===== src/rtl/la_iocfg_pkg.sv =====
// la_iocfg_pkg: shared FSM state encoding and io ring bit positions for la_iocfg.
package la_iocfg_pkg;
  typedef enum logic [2:0] {S_IDLE, S_SLO, S_SHI, S_LATCH, S_DONE} state_t;
  localparam int SCLK = 0;
  localparam int SDATA = 1;
  localparam int LATCH = 2;
  localparam int SDO = 3;
endpackage


===== src/rtl/la_iocfg_div.sv =====
// la_iocfg_div: half-period tick counter; reloads on i_load and ticks on the last cycle of a period.
module la_iocfg_div #(
  parameter int DIV = 2
) (
  input  logic clk,
  input  logic nreset,
  input  logic i_load,
  output logic o_tick
);
  localparam int W = $clog2(DIV + 1);
  localparam logic [W-1:0] RELOAD = W'(DIV - 1);
  logic [W-1:0] r_cnt;
  always_ff @(posedge clk or negedge nreset)
    if (!nreset) r_cnt <= '0;
    else if (i_load) r_cnt <= RELOAD;
    else if (r_cnt != '0) r_cnt <= r_cnt - W'(1);
  assign o_tick = r_cnt == '0;
endmodule


===== src/rtl/la_iocfg.sv =====
// la_iocfg: serial io-ring configuration shifter (sclk/sdata/latch) with optional readback.
// Define LA_IOCFG_READBACK_EN to capture the ring return into rb_data and flag mismatches on err.
module la_iocfg
  import la_iocfg_pkg::*;
#(
  parameter string PROP  = "DEFAULT",
  parameter string SIDE  = "NO",
  parameter int    RINGW = 8,
  parameter int    NPADS = 8,
  parameter int    CFGW  = 4,
  parameter int    DIV   = 2
) (
  input  logic                   clk,
  input  logic                   nreset,
  input  logic                   cfg_valid,
  output logic                   cfg_ready,
  input  logic [NPADS*CFGW-1:0]  cfg_data,
  output logic                   busy,
  output logic                   done,
  output logic                   err,
  output logic [NPADS*CFGW-1:0]  rb_data,
  inout  wire  [RINGW-1:0]       ioring
);
  localparam int N = NPADS * CFGW;
  localparam int CW = $clog2(N + 1);
  if (RINGW < 4 || DIV < 1) begin : g_bad
    $error("la_iocfg: RINGW must be >= 4 and DIV >= 1");
  end
  state_t r_state, w_nxt;
  logic [N-1:0] r_sr;
  logic [CW-1:0] r_cnt;
  logic r_sclk, r_latch, r_done;
  logic w_acc, w_tick, w_load, w_last, w_shift;
  assign cfg_ready = r_state == S_IDLE;
  assign busy = !cfg_ready;
  assign done = r_done;
  assign w_acc = cfg_valid && cfg_ready;
  assign w_last = r_cnt == CW'(1);
  assign w_shift = r_state == S_SHI && w_tick;
  assign w_load = w_nxt != r_state;
  la_iocfg_div #(.DIV(DIV)) u_div (
    .clk    (clk),
    .nreset (nreset),
    .i_load (w_load),
    .o_tick (w_tick)
  );
  always_comb begin
    w_nxt = r_state;
    case (r_state)
      S_IDLE:  if (w_acc) w_nxt = S_SLO;
      S_SLO:   if (w_tick) w_nxt = S_SHI;
      S_SHI:   if (w_tick) w_nxt = w_last ? S_LATCH : S_SLO;
      S_LATCH: if (w_tick) w_nxt = S_DONE;
      default: w_nxt = S_IDLE;
    endcase
  end
  // Ring strobes are registered from the next state so they line up with r_state without decode glitches.
  always_ff @(posedge clk or negedge nreset)
    if (!nreset) begin
      r_state <= S_IDLE;
      r_sr    <= '0;
      r_cnt   <= '0;
      r_sclk  <= 1'b0;
      r_latch <= 1'b0;
      r_done  <= 1'b0;
    end else begin
      r_state <= w_nxt;
      r_sclk  <= w_nxt == S_SHI;
      r_latch <= w_nxt == S_LATCH;
      r_done  <= w_nxt == S_DONE;
      if (w_acc) begin
        r_sr  <= cfg_data;
        r_cnt <= CW'(N);
      end else if (w_shift) begin
        r_sr  <= r_sr << 1;
        r_cnt <= r_cnt - CW'(1);
      end
    end
  assign ioring[SCLK]  = r_sclk;
  assign ioring[SDATA] = r_sr[N-1];
  assign ioring[LATCH] = r_latch;
  if (RINGW > 4) begin : g_hiz
    assign ioring[RINGW-1:SDO+1] = {(RINGW-4){1'bz}};
  end
`ifdef LA_IOCFG_READBACK_EN
  logic [N-1:0] r_cap, r_cur, r_last, r_rb;
  logic r_vld, r_err;
  // The chain returns its old contents while the new word shifts in, so r_cap ends up as the previous image.
  always_ff @(posedge clk or negedge nreset)
    if (!nreset) begin
      r_cap  <= '0;
      r_cur  <= '0;
      r_last <= '0;
      r_rb   <= '0;
      r_vld  <= 1'b0;
      r_err  <= 1'b0;
    end else begin
      if (w_acc) r_cur <= cfg_data;
      if (r_state == S_SLO && w_nxt == S_SHI) r_cap <= {r_cap[N-2:0], ioring[SDO]};
      if (r_state == S_DONE) begin
        r_rb   <= r_cap;
        r_last <= r_cur;
        r_vld  <= 1'b1;
        if (r_vld && r_cap != r_last) r_err <= 1'b1;
      end
    end
  assign rb_data = r_rb;
  assign err = r_err;
`else
  logic w_unused_sdo;
  assign w_unused_sdo = ioring[SDO];
  assign rb_data = '0;
  assign err = 1'b0;
`endif
endmodule


===== config.mk =====
export PLATFORM = sky130hd
export DESIGN_NAME = la_iocfg
export DESIGN_NICKNAME = d
export VERILOG_FILES = /design/src/rtl/la_iocfg_pkg.sv /design/src/rtl/la_iocfg_div.sv /design/src/rtl/la_iocfg.sv
export SDC_FILE = /design/constraint.sdc
export NUM_CORES = 1
export LEC_CHECK = 0
export ABC_AREA = 1
export BUFFER_PORTS_ARGS = -buffer_cell sky130_fd_sc_hd__clkbuf_2
export CAP_MARGIN = 20
export CORE_MARGIN = 1.5
export CORE_UTILIZATION = 51
export CTS_BUF_LIST = sky130_fd_sc_hd__clkbuf_8 sky130_fd_sc_hd__clkbuf_16
export DETAILED_ROUTE_END_ITERATION = 12
export PLACE_DENSITY = 0.87
export SYNTH_ARGS = -nofsm -noshare
export SYNTH_HDL_FRONTEND = slang
export SYNTH_SLANG_ARGS = --single-unit

===== constraint.sdc =====
create_clock -name clk -period 1.8 [get_ports clk]
set_input_delay 0.09 -clock clk [delete_from_list [all_inputs] [get_ports clk]]
set_output_delay 0.09 -clock clk [all_outputs]
set_load 0.05 [all_outputs]

; ---- Word-level counts from Yosys, hierarchy flattened
; Cells that the tools add are included.
[word_totals]
reg_bits = 46
input_bits = 35
wordCells = 37
[op_classes]
n_addsub = 2
n_eq_ne = 8
mux = 12
reduce_logical = 8
[ops]
columns = operator, count
row1 = $mux W32, 2
row2 = $eq A3 B2 Y1 const B, 4
row3 = $mux W3, 4
row4 = $mux W6, 2
row5 = $pmux W3 S4, 1
row6 = $eq A6 B1 Y1 const B, 1
row7 = $mux W2, 3
row8 = $reduce_bool A2 Y1, 3
row9 = $sub A6 B1 Y6 const B, 1
row10 = $eq A3 B1 Y1 const B, 1
row11 = $eq A3 B3 Y1 const B, 1
row12 = $logic_not A3 Y1, 1
row13 = $ne A3 B3 Y1, 1
row14 = $logic_and A1 B1 Y1, 2
row15 = $logic_not A2 Y1, 1
row16 = $sub A2 B1 Y2 const B, 1
row17 = $logic_not A1 Y1, 1

; ---- Depth between registers and ports, before layout
; Gate-level depths: netlist of the first run.
[logic_depth]
ltp_word = 6
mapped_depth = 10
ltp_nobuf = 8

; ---- By module
; Synthesis of the first run repeated with hierarchy kept, for this count alone.
[hier_totals]
hier_cells = 298
hier_area_um2 = 2416.1
[by_module_without_submodules]
columns = module, instances, cells_per_inst, area_per_inst_um2, seq_area_each_um2
row1 = la_iocfg, 1, 284, 2308.5, 1101.1
row2 = la_iocfg_div, 1, 14, 107.6, 50.0

; ---- Worst setup path after synthesis of the first run
; Ideal clock, no wire load.
[synth_path]
path_type = reg2out
from = register r_state[0]
to = output port cfg_ready
arrival_ps = 1360
t_required_ps = 1710
setup_slack_ps = 350
stages_incl_launch_ff = 5
path_buffers = 1
cell_sequence = dfrtp_1 -> buf_4 -> nor2_2 -> nand2_1 -> inv_1
[synth_between]
elab_chain_cells = 1
[synth_rtl]
columns = item, line
row1 = "start, declared", la_iocfg.sv:29  ; state_t r_state, w_nxt;
row2 = "start signal, assigned", la_iocfg.sv:67  ; r_state <= w_nxt;
row3 = $logic_not A3 Y1, la_iocfg.sv:34  ; assign cfg_ready = r_state == S_IDLE;
row4 = "end, declared", la_iocfg.sv:16  ; output logic cfg_ready,
; Every way passes these cells.

; ---- Final worst setup path of the first run
[layout_path]
from = register u_div.r_cnt[0]
to = register r_sr[5]
[layout_between]
elab_chain_cells = 3
[layout_rtl]
columns = item, line
row1 = "start, declared", la_iocfg_div.sv:12  ; logic [W-1:0] r_cnt;
row2 = "start signal, assigned", la_iocfg_div.sv:16  ; else if (r_cnt != '0) r_cnt <= r_cnt - W'(1);
row3 = $logic_not A2 Y1, la_iocfg_div.sv:17  ; assign o_tick = r_cnt == '0;
row4 = $logic_and A1 B1 Y1, la_iocfg.sv:39  ; assign w_shift = r_state == S_SHI && w_tick;
row5 = $reduce_bool A2 Y1 (no source line), -
row6 = "end signal, assigned", la_iocfg.sv:72  ; r_sr <= cfg_data;
row7 = "end signal, assigned", la_iocfg.sv:75  ; r_sr <= r_sr << 1;
row8 = "end, declared", la_iocfg.sv:30  ; logic [N-1:0] r_sr;
; Every way passes these cells.
; A chain may end at the register's enable or synchronous reset.

==> results of run 1 <==
[worst max-delay path, stage by stage, from the launching register on]
cell and delay (ps):
dfrtp_1 390, inv_1 60, ha_1 310, nand3_1 240, nor2_4 270, a21oi_1 120, o21ai_1 130
[path summary, 6_finish.rpt]
check / startpoint / endpoint / slack (ps) / cells after the start
setup / recovery: u_div.r_cnt[0] / r_sr[5] / 200 / 6
hold reg to reg: r_sr[1] / r_sr[1] / 480 / 2
max in group asynchronous: nreset / r_state[2] / 980 / 3
hold / removal: cfg_data[31] / ioring[1] / 10 / 3
setup reg to reg: u_div.r_cnt[0] / r_sr[5] / 200 / 6
min in group asynchronous: nreset / r_sr[3] / 290 / 2
[where the power goes]
| part | internal, W | switching [W] | total (W) |
|---|---|---|---|
| combinational | 0.000699 | 0.00147 | 0.00217 |
| clock | 0.000309 | 0.000357 | 0.000666 |
| sequential | 0.00146 | 0.000366 | 0.00183 |
| total | 0.00247 | 0.00219 | 0.00466 |
[timing repair]
action,CTS,global route
hold buffers,3,0
endpoints found under the setup margin,0,13
gates resized for setup,0,3
hold endpoints to repair,20,0
setup buffers,0,0
[cells by family (layout without fill, tap and decap cells)]
logic type,count (synthesis),in the layout
flops,46,46
other cells,1,37
fa+ha+maj,3,3
buf+inv,90,93
simple gates,151,151
compound gates,45,45
xor+xnor,2,2
[synthesized netlist by cell type (all sizes together)]
library cell    n
nand2         110
buf            47
dfrtp          46
inv            39
o21ai          30
nor2           27
nand3           9
a21oi           8
nand4           5
o22ai           5
clkbuf          4
ha              3
xor2            2
conb            1
o2111ai         1
o211ai          1
[layer usage]
layer	GRT usage [%]	vias up
met5	0	-
met3	5.827	6
met2	31.65	62
li1	-	1041
met1	23.52	923
met4	6.996	0
[registers in the layout, indices dropped and copies added, names as in the netlist]
name         cells
done             1
r_cnt            6
u_div.r_cnt      2
r_state          3
ioring           3
r_sr            31
[metrics by stage]
| step | cell area (um2) | power [W] | utilization (%) | setup WS (ps) |
|---|---|---|---|---|
| floorplan | 2715 | 0.003646 | - | 349.8 |
| global placement | 2676 | 0.003877 | 55.92 | 176.9 |
| detailed placement | 2676 | 0.003989 | 55.92 | 121.5 |
| CTS | 2801 | 0.004687 | 58.54 | 107.0 |
| global route | 2809 | 0.005081 | 58.69 | 53.49 |
| finish | 2809 | 0.004664 | 58.69 | 195.8 |
[area by class of cell]
class                      count  area, um2
tap                           67      83.83
clock inverter                 2      12.51
multi-input combinational    238       1057
clock buffer                   6      82.58
timing repair buffer          46      272.8
inverter                      39      148.9
sequential                    46       1151
fill                         467       1977
==> flow_summary.yaml, run 1 <==
layout:
  final_cell_mix: "nand2_1, dfrtp_1, inv_1, conb_1, clkbuf_2"
  antennaDiodeCount: 0
  layout-drive-gt1-share_pct: 15.92
  final_cells: 444
  nets: 415
  syn_to_final_growth_pct: 8.875
  final_common_cell: "nand2_1"
logic_synthesis:
  syn_inst: 338
  ys_seq_area_share_pct: 44.62
  synth_largest_area_cell: "dfrtp_1"
  synth_compound_area_share_pct: 9.214
  synth_fa_ha_area_share_pct: 1.455
  synth_top_family_by_area: "simple AND/OR/NAND/NOR gates"
  syn_area_um2: 2580
  syn_avg_cell_area_um2: 7.633
  synth_top_area_share_pct: 44.62
  synth_area_leaders: "dfrtp_1, nand2_1, buf_4, inv_1, o21ai_0"
  yosysWarnings: 0
  synthSimpleGateAreaFrac_pct: 24.05
  ys_types: 26
  synth_seq_cells: 46
  muxShareOfSynthArea_pct: 0
  synth-xor-area-share_pct: 0.6790
placed_design:
  dp_cells: 433
  gp_congestion: 0.8356
  io_buffers: 37
  hpwl_um: 3384
floorplan:
  die_height_um: 74.13
  die_w_um: 74.13
  core_region_area_um2: 4786
  ioPinCount: 79
  initial_core_util_pct: 53.91
  die_area_um2: 5495
  fp-row-count: 25
detailed_routing:
  drcViolationCount: 0
  drtPass1Iterations: 4
  postRouteAntennaNets: 0
  viasPerCell: 4.577
  met1_length_um: 2155
  drt-initial-drc-count: 113
  wl_um: 4744
  wl_met2_um: 2241
  routedWlPerCell_um: 10.68
  route.top_layer_used: "met4"
  vias: 2032
  dr_wl_met3_um: 274
critical_path:
  cp.required_ps: 2040
  cp-start-kind: "flop"
  critical_path_class: "flop to flop"
  cp_data_arrival_time_ps: 1840
  cp-end-kind: "flop"
  path_max_fanout: 10
timing:
  fin_skew_ps: 3.377
  rsz0062_at_grt: "no"
  maxSlewViolCount: 0
  post-route-period-util_pct: 89.12
  unconstrained_endpoints: 1
  hold_ws_ps: 13.83
  fmaxAchievable_mhz: 623.3
  setup_violations: 0
  worst_pin_slew_ps: 548.4
  maxSlewHeadroom_pct: 63.44
  hold_viol: 0
  fin_setup_tns_ps: 0
  period_minus_slack_ps: 1604
grt:
  overflow: 0
  antenna_found_initial: 0
  grt_start_max_net_pins: 30
  globalRouteTotalUtil_pct: 19.09
  grt_pass1_vias: 1841
  grt_pass1_wl_um: 7935
clock_network:
  tritoncts: "done"
  root_buffer: "clkbuf_8"
  cts_buffer_depth: 2
  clk_latency_ps: 310
  clock_sinks: 46
  cts_max_level: 2
  numCtsBuffers: 5
  clkTransAtPathRegs_ps: 90
power:
  cellPowerDensity_nw_per_um2: 1660
  irDropWorstVdd_mv: 1.142
  p_leak_nw: 1.607
job:
  max_cap_violations: 0
worst_hold_path:
  holdCritPathClass: "primary input to flop"
run_status:
  status: "completed"
Note: power is estimated with default switching activity, not from simulation.
==> run 2: changes to the inputs <==
--- a/config.mk
+++ b/config.mk
@@ -5,14 +5,13 @@
 export SDC_FILE = /design/constraint.sdc
 export NUM_CORES = 1
 export LEC_CHECK = 0
-export ABC_AREA = 1
 export BUFFER_PORTS_ARGS = -buffer_cell sky130_fd_sc_hd__clkbuf_2
 export CAP_MARGIN = 20
 export CORE_MARGIN = 1.5
 export CORE_UTILIZATION = 51
 export CTS_BUF_LIST = sky130_fd_sc_hd__clkbuf_8 sky130_fd_sc_hd__clkbuf_16
 export DETAILED_ROUTE_END_ITERATION = 12
-export PLACE_DENSITY = 0.87
+export PLACE_DENSITY = 0.88
 export SYNTH_ARGS = -nofsm -noshare
 export SYNTH_HDL_FRONTEND = slang
 export SYNTH_SLANG_ARGS = --single-unit
==> run 2 against run 1 <==
Cell count fell by 11%. Highest routed layer unchanged. Via count rose by 0.94%. Clock-buffer cell count stayed put. Combinational power rose by 8%. Worst setup slack worse by 70 ps. Total power is 4.9% higher.
==> flow_summary.yaml, run 2 <==
layout:
  largest_reg_flops: 31
  final_common_cell: "nand2_1"
  nets: 367
  final_cell_mix: "nand2_1, dfrtp_1, conb_1, clkbuf_2, a21oi_1"
  filler_cell_count: 447
  ff_latch_area_um2: 1151
  syn_to_final_growth_pct: 10.88
  antennaDiodeCount: 0
  top_register: "r_sr"
  layout-drive-gt1-share_pct: 19.45
  multi_input_area_um2: 1106
  largestRegisters: "r_sr x31, r_cnt x6"
floorplan:
  initial_core_util_pct: 53.21
  die_area_um2: 5392
  fp-row-count: 25
  ioPinCount: 79
  die_w_um: 73.43
  die_height_um: 73.43
  core_region_area_um2: 4755
timing:
  unconstrained_endpoints: 1
  fin_setup_tns_ps: 0
  maxSlewHeadroom_pct: 66.28
  rsz0062_at_grt: "no"
  hold_viol: 0
  post-route-period-util_pct: 93.01
  fin_skew_ps: 4.608
  maxSlewViolCount: 0
  period_minus_slack_ps: 1674
  hold_ws_ps: 16.65
  fmaxAchievable_mhz: 597.3
  setup_violations: 0
  worst_pin_slew_ps: 491.7
critical_path:
  cp_data_arrival_time_ps: 1860
  cp-start-kind: "flop"
  crit_slowest_cell: "dlygate4sd3_1"
  cp.required_ps: 1990
  slowest_delay_ps: 660
  critPathBufInv: 1
  cp-end-kind: "flop"
  critical_path_class: "flop to flop"
  crit_chain: "dlygate4sd3_1, a221o_1"
  crit_family: "buffers and inverters"
  path_max_fanout: 2
detailed_routing:
  dr_wl_met3_um: 287
  drtPass1Iterations: 4
  viasPerCell: 5.179
  drt-initial-drc-count: 129
  drcViolationCount: 0
  wl_met2_um: 2703
  route.top_layer_used: "met4"
  routedWlPerCell_um: 13.49
  met1_length_um: 2241
  wl_um: 5344
  postRouteAntennaNets: 0
  vias: 2051
placed_design:
  gp_congestion: 0.7850
  io_buffers: 37
  hpwl_um: 3780
logic_synthesis:
  yosys-top-cells-count: "nand2_1, dfrtp_1, buf_4"
  ys_types: 39
  async_flop_share_pct: 100.0
  syn_avg_cell_area_um2: 8.754
  syn_inst: 289
  syn_area_um2: 2530
  synth_edf_count: 0
  ys_seq_area_share_pct: 45.50
  synth.most_common_cell: "nand2_1"
  synth_top_area_share_pct: 45.50
  synth-main-ff-cell: "dfrtp_1"
  yosysWarnings: 0
  synth_area_leaders: "dfrtp_1, buf_4, nand2_1, a21oi_1, a31oi_1"
  synth_seq_cells: 46
  synth_largest_area_cell: "dfrtp_1"
clock_network:
  clock_sinks: 46
  tritoncts: "done"
  cts_max_level: 2
  root_buffer: "clkbuf_8"
  clkTransAtPathRegs_ps: 90
  cts_buffer_depth: 2
  clk_latency_ps: 300
  numCtsBuffers: 5
  post_cts_buffers: 0
power:
  p_leak_nw: 1.369
  irDropWorstVdd_mv: 0.9177
  cellPowerDensity_nw_per_um2: 1744
grt:
  overflow: 0
  globalRouteTotalUtil_pct: 21.35
  grt_pass1_wl_um: 8728
  grt_start_max_net_pins: 37
  grt_pass1_vias: 1965
  antenna_found_initial: 0
run_status:
  status: "completed"
worst_hold_path:
  holdCritPathClass: "primary input to flop"
job:
  max_cap_violations: 0
==> run 2: cell types whose count changed in the layout (fill, tap and decap cells not counted), moves of 7 or more <==
cell     before  now
nand2_1     107   49
inv_1        37   11
a21oi_1       8   32
a31oi_1       0   22
o21ai_0      25    5
nor3_1        0   10
buf_4         5   12
nand3_1       8    1
==> run 2: through the flow <==
stage               worst slack, ps  instance area (um2)  total power (W)  util (%)  instances
floorplan                     186.0                 2665         0.003650         -        325
global placement              194.4                 2691         0.004058     56.61        386
detailed placement            154.2                 2691         0.004214     56.61        386
CTS                           120.0                 2803         0.004880     58.95        396
global route                  19.11                 2805         0.005243     59.00        396
finish                        125.8                 2805         0.004892     59.00        396
==> run 2: cell type report <==
class / count / area share, %
Tap cell: 67 / 2.988
Timing Repair Buffer: 53 / 11.95
Sequential cell: 46 / 41.03
Multi-Input combinational cell: 212 / 39.43
Clock buffer: 6 / 2.944
Clock inverter: 2 / 0.3122
Inverter: 10 / 1.338
==> run 2: path summary, 6_finish.rpt <==
path | startpoint | depth (start not counted) | end | slack [ps]
max in group asynchronous | nreset | 3 | r_sr[18] | 1110
min | cfg_data[21] | 3 | r_sr[21] | 20
max | ioring[1] | 2 | ioring[1] | 130
max reg2reg | ioring[1] | 2 | ioring[1] | 130
min in group asynchronous | nreset | 2 | r_sr[11] | 210
min reg2reg | r_sr[0] | 1 | r_sr[0] | 520
==> run 2: cell families (layout without fill, tap and decap cells) <==
kind of cell               count (synthesis)  count (layout)  synth area share [%]
buffers and inverters                     67              71                 16.32
muxes                                      5               5                 2.028
DFF                                       46              46                 45.50
adders and majority gates                  3               3                 1.484
other                                      1              37                0.1482
AOI/OAI and AO/OA                         66              66                 15.18
and+or+nand+nor                          101             101                 19.34
==> run 2: metal layers <==
layer / GRT usage [%] / vias to the layer above
li1: - / 989
met1: 26.46 / 975
met2: 36.06 / 76
met3: 3.429 / 11
met4: 10.91 / 0
met5: 0 / -
==> run 2: worst register-to-register path: stages (launching register included) <==
cell,delay (ps)
dfrtp_1,570
dlygate4sd3_1,660
a221o_1,330
==> run 2: power breakdown <==
part | total [W] | internal, W | switching [W]
logic | 0.00235 | 0.000847 | 0.00150
registers | 0.00189 | 0.00150 | 0.000386
clock network | 0.000651 | 0.000305 | 0.000346
total | 0.00489 | 0.00266 | 0.00224
==> run 2: what timing repair did <==
item / 4_1_cts / 5_1_grt
hold buffers: 2 / 0
setup endpoints to repair: 0 / 1
gates resized for setup: 0 / 1
endpoints found under the hold margin: 47 / 0
